[src/rtl/sipo_pkg.sv]
// Shared types and limits for the serial-in/parallel-out capture stage.
package sipo_pkg;

    localparam int unsigned SIPO_MAX_WIDTH = 32;

    typedef enum logic {
        IDLE  = 1'b0,
        SHIFT = 1'b1
    } sipo_state_t;

endpackage

[src/rtl/sipo_out_buf.sv]
// One-entry valid/ready holding register; flags a write that finds the entry full and not draining.
module sipo_out_buf #(
    parameter int unsigned WIDTH = 4
) (
    input  logic             clk,
    input  logic             rst,
    input  logic             wr_en,
    input  logic [WIDTH-1:0] wr_data,
    input  logic             rd_ready,
    output logic [WIDTH-1:0] out_data,
    output logic             out_valid,
    output logic             drop
);

    logic [WIDTH-1:0] data_q, data_d;
    logic             valid_q, valid_d;
    logic             can_write;

    always_comb begin
        // A full entry can still take a word if it is being drained this cycle.
        can_write = ~valid_q | rd_ready;
        data_d    = data_q;
        valid_d   = valid_q;
        if (wr_en && can_write) begin
            data_d  = wr_data;
            valid_d = 1'b1;
        end else if (valid_q && rd_ready) begin
            valid_d = 1'b0;
        end
        drop = wr_en & ~can_write;
    end

    always_ff @(posedge clk) begin
        if (rst) begin
            data_q  <= '0;
            valid_q <= 1'b0;
        end else begin
            data_q  <= data_d;
            valid_q <= valid_d;
        end
    end

    assign out_data  = data_q;
    assign out_valid = valid_q;

endmodule

[src/rtl/sipo_capture.sv]
// Reassembles an MSB-first serial stream into WIDTH-bit words aligned on a frame-start strobe,
// with sticky overrun and resync flags.
module sipo_capture
    import sipo_pkg::*;
#(
    parameter int unsigned WIDTH = 4
) (
    input  logic             clk,
    input  logic             rst,
    input  logic             sin,
    input  logic             sin_en,
    input  logic             start,
    input  logic             out_ready,
    input  logic             clr_err,
    output logic [WIDTH-1:0] out_data,
    output logic             out_valid,
    output logic             busy,
    output logic             overrun,
    output logic             sync_err
);

    localparam int unsigned CNT_W = $clog2(WIDTH + 1);

    if (WIDTH < 2 || WIDTH > SIPO_MAX_WIDTH) begin : g_bad_width
        $error("sipo_capture: WIDTH out of range 2..32");
    end

    sipo_state_t      state_q, state_d;
    logic [WIDTH-1:0] shreg_q, shreg_d;
    logic [CNT_W-1:0] bit_cnt_q, bit_cnt_d;
    logic             overrun_q, overrun_d;
    logic             sync_err_q, sync_err_d;
    logic [WIDTH-1:0] word;
    logic             word_done;
    logic             resync;
    logic             drop;

    always_comb begin
        state_d   = state_q;
        shreg_d   = shreg_q;
        bit_cnt_d = bit_cnt_q;
        word      = {shreg_q[WIDTH-2:0], sin};
        word_done = 1'b0;
        resync    = 1'b0;
        if (sin_en) begin
            if (start) begin
                // A start always opens a new frame, abandoning any partial one.
                resync    = (state_q == SHIFT);
                shreg_d   = {{(WIDTH - 1){1'b0}}, sin};
                bit_cnt_d = CNT_W'(1);
                state_d   = SHIFT;
            end else if (state_q == SHIFT) begin
                shreg_d = word;
                if (bit_cnt_q == CNT_W'(WIDTH - 1)) begin
                    word_done = 1'b1;
                    bit_cnt_d = '0;
                    state_d   = IDLE;
                end else begin
                    bit_cnt_d = bit_cnt_q + 1'b1;
                end
            end
        end
        // Set events win over a simultaneous clear.
        overrun_d  = drop | (overrun_q & ~clr_err);
        sync_err_d = resync | (sync_err_q & ~clr_err);
    end

    always_ff @(posedge clk) begin
        if (rst) begin
            state_q    <= IDLE;
            shreg_q    <= '0;
            bit_cnt_q  <= '0;
            overrun_q  <= 1'b0;
            sync_err_q <= 1'b0;
        end else begin
            state_q    <= state_d;
            shreg_q    <= shreg_d;
            bit_cnt_q  <= bit_cnt_d;
            overrun_q  <= overrun_d;
            sync_err_q <= sync_err_d;
        end
    end

    sipo_out_buf #(
        .WIDTH (WIDTH)
    ) u_out_buf (
        .clk       (clk),
        .rst       (rst),
        .wr_en     (word_done),
        .wr_data   (word),
        .rd_ready  (out_ready),
        .out_data  (out_data),
        .out_valid (out_valid),
        .drop      (drop)
    );

    assign busy     = (state_q == SHIFT);
    assign overrun  = overrun_q;
    assign sync_err = sync_err_q;

endmodule

[config.mk]
export PLATFORM = sky130hd
export DESIGN_NAME = sipo_capture
export DESIGN_NICKNAME = d
export VERILOG_FILES = /design/src/rtl/sipo_pkg.sv /design/src/rtl/sipo_out_buf.sv /design/src/rtl/sipo_capture.sv
export SDC_FILE = /design/constraint.sdc
export NUM_CORES = 1
export LEC_CHECK = 0
export BUFFER_PORTS_ARGS = -buffer_cell sky130_fd_sc_hd__buf_2
export CORE_MARGIN = 2
export CORE_UTILIZATION = 44
export DETAILED_ROUTE_END_ITERATION = 6
export GPL_TIMING_DRIVEN = 0
export PLACE_DENSITY = 0.73
export SLEW_MARGIN = 20
export SYNTH_ARGS = -nofsm -noshare
export SYNTH_HDL_FRONTEND = slang
export SYNTH_SLANG_ARGS = --single-unit
[constraint.sdc]
create_clock -name clk -period 2.6 [get_ports clk]
set_clock_uncertainty 0.05 [all_clocks]
set_input_delay 0.26 -clock clk [delete_from_list [all_inputs] [get_ports clk]]
set_output_delay 0.26 -clock clk [all_outputs]
set_load 0.005 [all_outputs]
# Word-level counts from Yosys, hierarchy flattened
# Cells that the tools add are included.
# word_totals
regBits	14
inputBits	7
output_inout_bits	8
elab_cells	39
# classes
addsub	1
eq_ne	1
n_mux	16
bitwise_logic	9
reduce_logical	5
# ops
op	n
3-bit 2-to-1 mux	5
1-bit 2-to-1 mux	11
2-bit nonzero test	2
3-bit by 1-bit adder with 3-bit output (second input constant)	1
1-bit AND	3
3-bit by 2-bit == test with 1-bit output (second input constant)	1
1-bit inverter	3
1-bit bitwise OR	3
1-bit logical AND	2
2-bit AND reduction	1

# Longest topological paths before layout
# depth
depth_word	7
ltp_mapped	4
depth_no_buf	4

# Hierarchy
# From an unflattened synthesis, not the netlist that was laid out.
# hier_totals
cells_unflattened	62
hier_area_um2	594.3
# by_module_without_submodules
mod	n_inst	cells_per_inst	area_each_um2	seq_area_each_um2
sipo_capture	1	39	355.3	180.2
sipo_out_buf	1	23	239.0	100.1

# Worst setup path after synthesis
# No wires, ideal clock.
# synth_path
kind	reg2reg
start	register state_q, in the netlist busy
end	register u_out_buf.data_q[0], in the netlist u_out_buf.out_data[0]
setup_ns	0.072
arrival_time_ns	1.144
t_required_ns	2.478
path_slack_ns	1.334
stages_incl_launch_ff	5
n_path_buf	1
synth_period_minus_slack_ns	1.266
cell_sequence	dfxtp_1 -> and3b_1 -> buf_6 -> nor3b_4 -> mux2i_1
# synth_between
elab_chain_len	4
# synth_rtl
element	line	rtl
start: declaration	sipo_capture.sv:28	sipo_state_t state_q, state_d;
start signal: assignment	sipo_capture.sv:76	state_q <= state_d;
1-bit 2-to-1 mux	sipo_capture.sv:52	end else if (state_q == SHIFT) begin
1-bit 2-to-1 mux	sipo_capture.sv:46	if (start) begin
1-bit 2-to-1 mux	sipo_capture.sv:45	if (sin_en) begin
1-bit logical AND	sipo_out_buf.sv:24	if (wr_en && can_write) begin
end signal: assignment	sipo_out_buf.sv:38	data_q <= data_d;
end: declaration	sipo_out_buf.sv:15	logic [WIDTH-1:0] data_q, data_d;
# No other way between the ends.
# A chain may end at the register's enable or synchronous reset.

# Worst setup path in the final report
# layout_path
start	register state_q, in the netlist busy
end	register u_out_buf.data_q[1], in the netlist u_out_buf.out_data[1]
# The elaborated chain is that of the path after synthesis.

==> results.yml <==
floorplanning:
  rows: 13
  coreArea_mm2: 0.00128
  ioPinCount: 15
  start_util: 0.467
  dieWidth_um: 40.9
  dieArea_mm2: 0.00168
  die_y_um: 40.9
flow_run:
  cap_violations: 0
yosys:
  ys_seq_area_frac: 0.467
  ys_seq_elements: 14
  syn_area_um2: 601
  netlist_instances: 61
  synth_warnings: 0
  synth_nets: 69
  syn_area_per_cell_um2: 9.85
  synth_cell_types: 20
clock_tree:
  cts_buffers: 3
  clkSinkCount: 14
  cts_tree: "yes"
  cts_hold_buf: 0
  cts-resized-gates: 0
  root_buffer: "clkbuf_4"
  insertion_delay_ns: 0.28
  clk_pin_slew_worst_paths_ns: 0.08
  cts.htree.levels: 1
  cts_buffer_depth: 2
  postCtsSetupBuffers: 0
layout:
  regArea_um2: 280
  final_common_cell: "dfxtp_1"
  final_util: 0.550
  drive_above_1_share: 0.260
  fillers: 127
  antenna_cells: 0
  final_cell_mix: "dfxtp_1 (14), buf_2 (13), nand2b_1 (10)"
  stdcell_count: 92
  syn_to_final_growth_pct: 17.7
  final_nets: 87
  multi_input_area_um2: 294
global_route:
  antenna_found_initial: 0
  grt_usage: 0.144
  grt_pass1_vias: 336
  grt_pass1_wl_um: 1440
  grt_max_degree: 11
  grt_overflow: 0
drt:
  drt-initial-drc-count: 9
  finalWirelength_um: 1030
  vias_per_cell: 4.89
  vias: 450
  drt-pass1-iter-count: 4
  drc: 0
  wl_per_cell_um: 11.1
  antenna_left: 0
power_and_ir_drop:
  power.total_mw: 0.370
  p_per_area_mw_per_mm2: 524
  ir_drop_v: 0.000290
  p_leak_nw: 0.299
placement:
  gp_congestion: 0.759
  dp_hpwl_um: 714
  port_buffers: 13
  dpl.cell_count: 89
setup_path:
  critical_path_class: "reg2reg"
  r2r_cells: 4
  crit_arrival_ns: 1.59
  crit_fanout: 8
  cp_data_required_time_ns: 2.75
  crit_path_end_kind: "flop"
  startpoint_type: "flop"
timing:
  rsz0062_at_grt: "no"
  worst_slew_pin_slew_ns: 0.601
  hold_violations: 0
  setup_tns_ns: 0
  period_needed_ns: 1.45
  finalSetupViolations: 0
  maxSlewHeadroom: 0.595
  finalCritPeriodShare: 0.556
  fmax_ghz: 0.691
  slew_violations: 0
worst_hold_path:
  whs_path_depth: 2
  hold_path.class: "in2reg"
run_status:
  outcome: "completed"
## state kept, by name, indices dropped and copies added, names as in the netlist
signal / count
overrun: 1
u_out_buf.out_valid: 1
busy: 1
u_out_buf.out_data: 4
bit_cnt_q: 3
sync_err: 1
shreg_q: 3
## Yosys cell counts
library cell  number  area (µm²)
inv_1              2        7.51
nand2_1            2        7.51
o21ai_0            2        10.0
clkbuf_1           2        7.51
nand2b_1          10        62.6
a211oi_2           1        12.5
mux2_2             1        11.3
ha_1               1        12.5
a32oi_1            2        17.5
a21oi_1            4        20.0
buf_6              1        11.3
nor3b_4            1        18.8
nand3_1            1        5.00
nor2b_1            2        12.5
dfxtp_1           14         280
a22oi_1            2        15.0
a21o_1             1        7.51
mux2i_1            5        50.1
and3b_1            1        8.76
nor2_1             6        22.5
## layout make-up
class | instances | area share
buffer | 3 | 0.0265
clock buffer | 3 | 0.0319
inverter | 2 | 0.0106
multi-input combinational | 42 | 0.416
sequential | 14 | 0.396
tap | 15 | 0.0265
timing repair buffer | 13 | 0.0920
## layer usage
layer	vias up	wire length (µm)	global-route usage
met3	2	40	0.0489
met5	-	0	0
met4	0	12	0.100
met2	10	447	0.191
li1	242	-	-
met1	196	524	0.191
## final timing paths
check                     start                                 end  slack [ns]
max           busy$_SDFFE_PP0P_  u_out_buf.out_data[1]$_SDFFE_PP0P_        1.15
min                      sin_en           bit_cnt_q[2]$_SDFFE_PP0P_        0.16
max reg2reg   busy$_SDFFE_PP0P_  u_out_buf.out_data[1]$_SDFFE_PP0P_        1.15
min reg2reg  overrun$_SDFF_PP0_                  overrun$_SDFF_PP0_        0.42
## critical path, stage by stage, from the launching register on
cell and delay, ns:
dfxtp_1 0.40, and3b_1 0.19, buf_6 0.13, nor3b_4 0.33
mux2i_1 0.26
## cell families after synthesis
group	Yosys count	synth area share
buffers and inverters	5	0.0438
DFF	14	0.467
AOI/OAI and AO/OA	12	0.138
and+or+nand+nor	23	0.229
adders and majority gates	1	0.0208
muxes	6	0.102
## where the power goes
part	total, mW	switching, mW	leakage, nW	internal (mW)
clock	0.122	0.0678	0.0138	0.0537
sequential	0.221	0.00298	0.113	0.218
combinational	0.0276	0.0136	0.171	0.0140
## per-stage QoR
step / cell area [µm²] / hold slack, ns / setup WS (ns)
after global placement: 684 / 0.398 / 1.21
after floorplan: 601 / 0.298 / 1.33
after detailed placement: 684 / 0.405 / 1.18
after global routing: 707 / 0.161 / 1.08
after CTS: 707 / 0.160 / 1.14
final: 707 / 0.161 / 1.15
No activity file was read; power rests on OpenSTA's default activity.
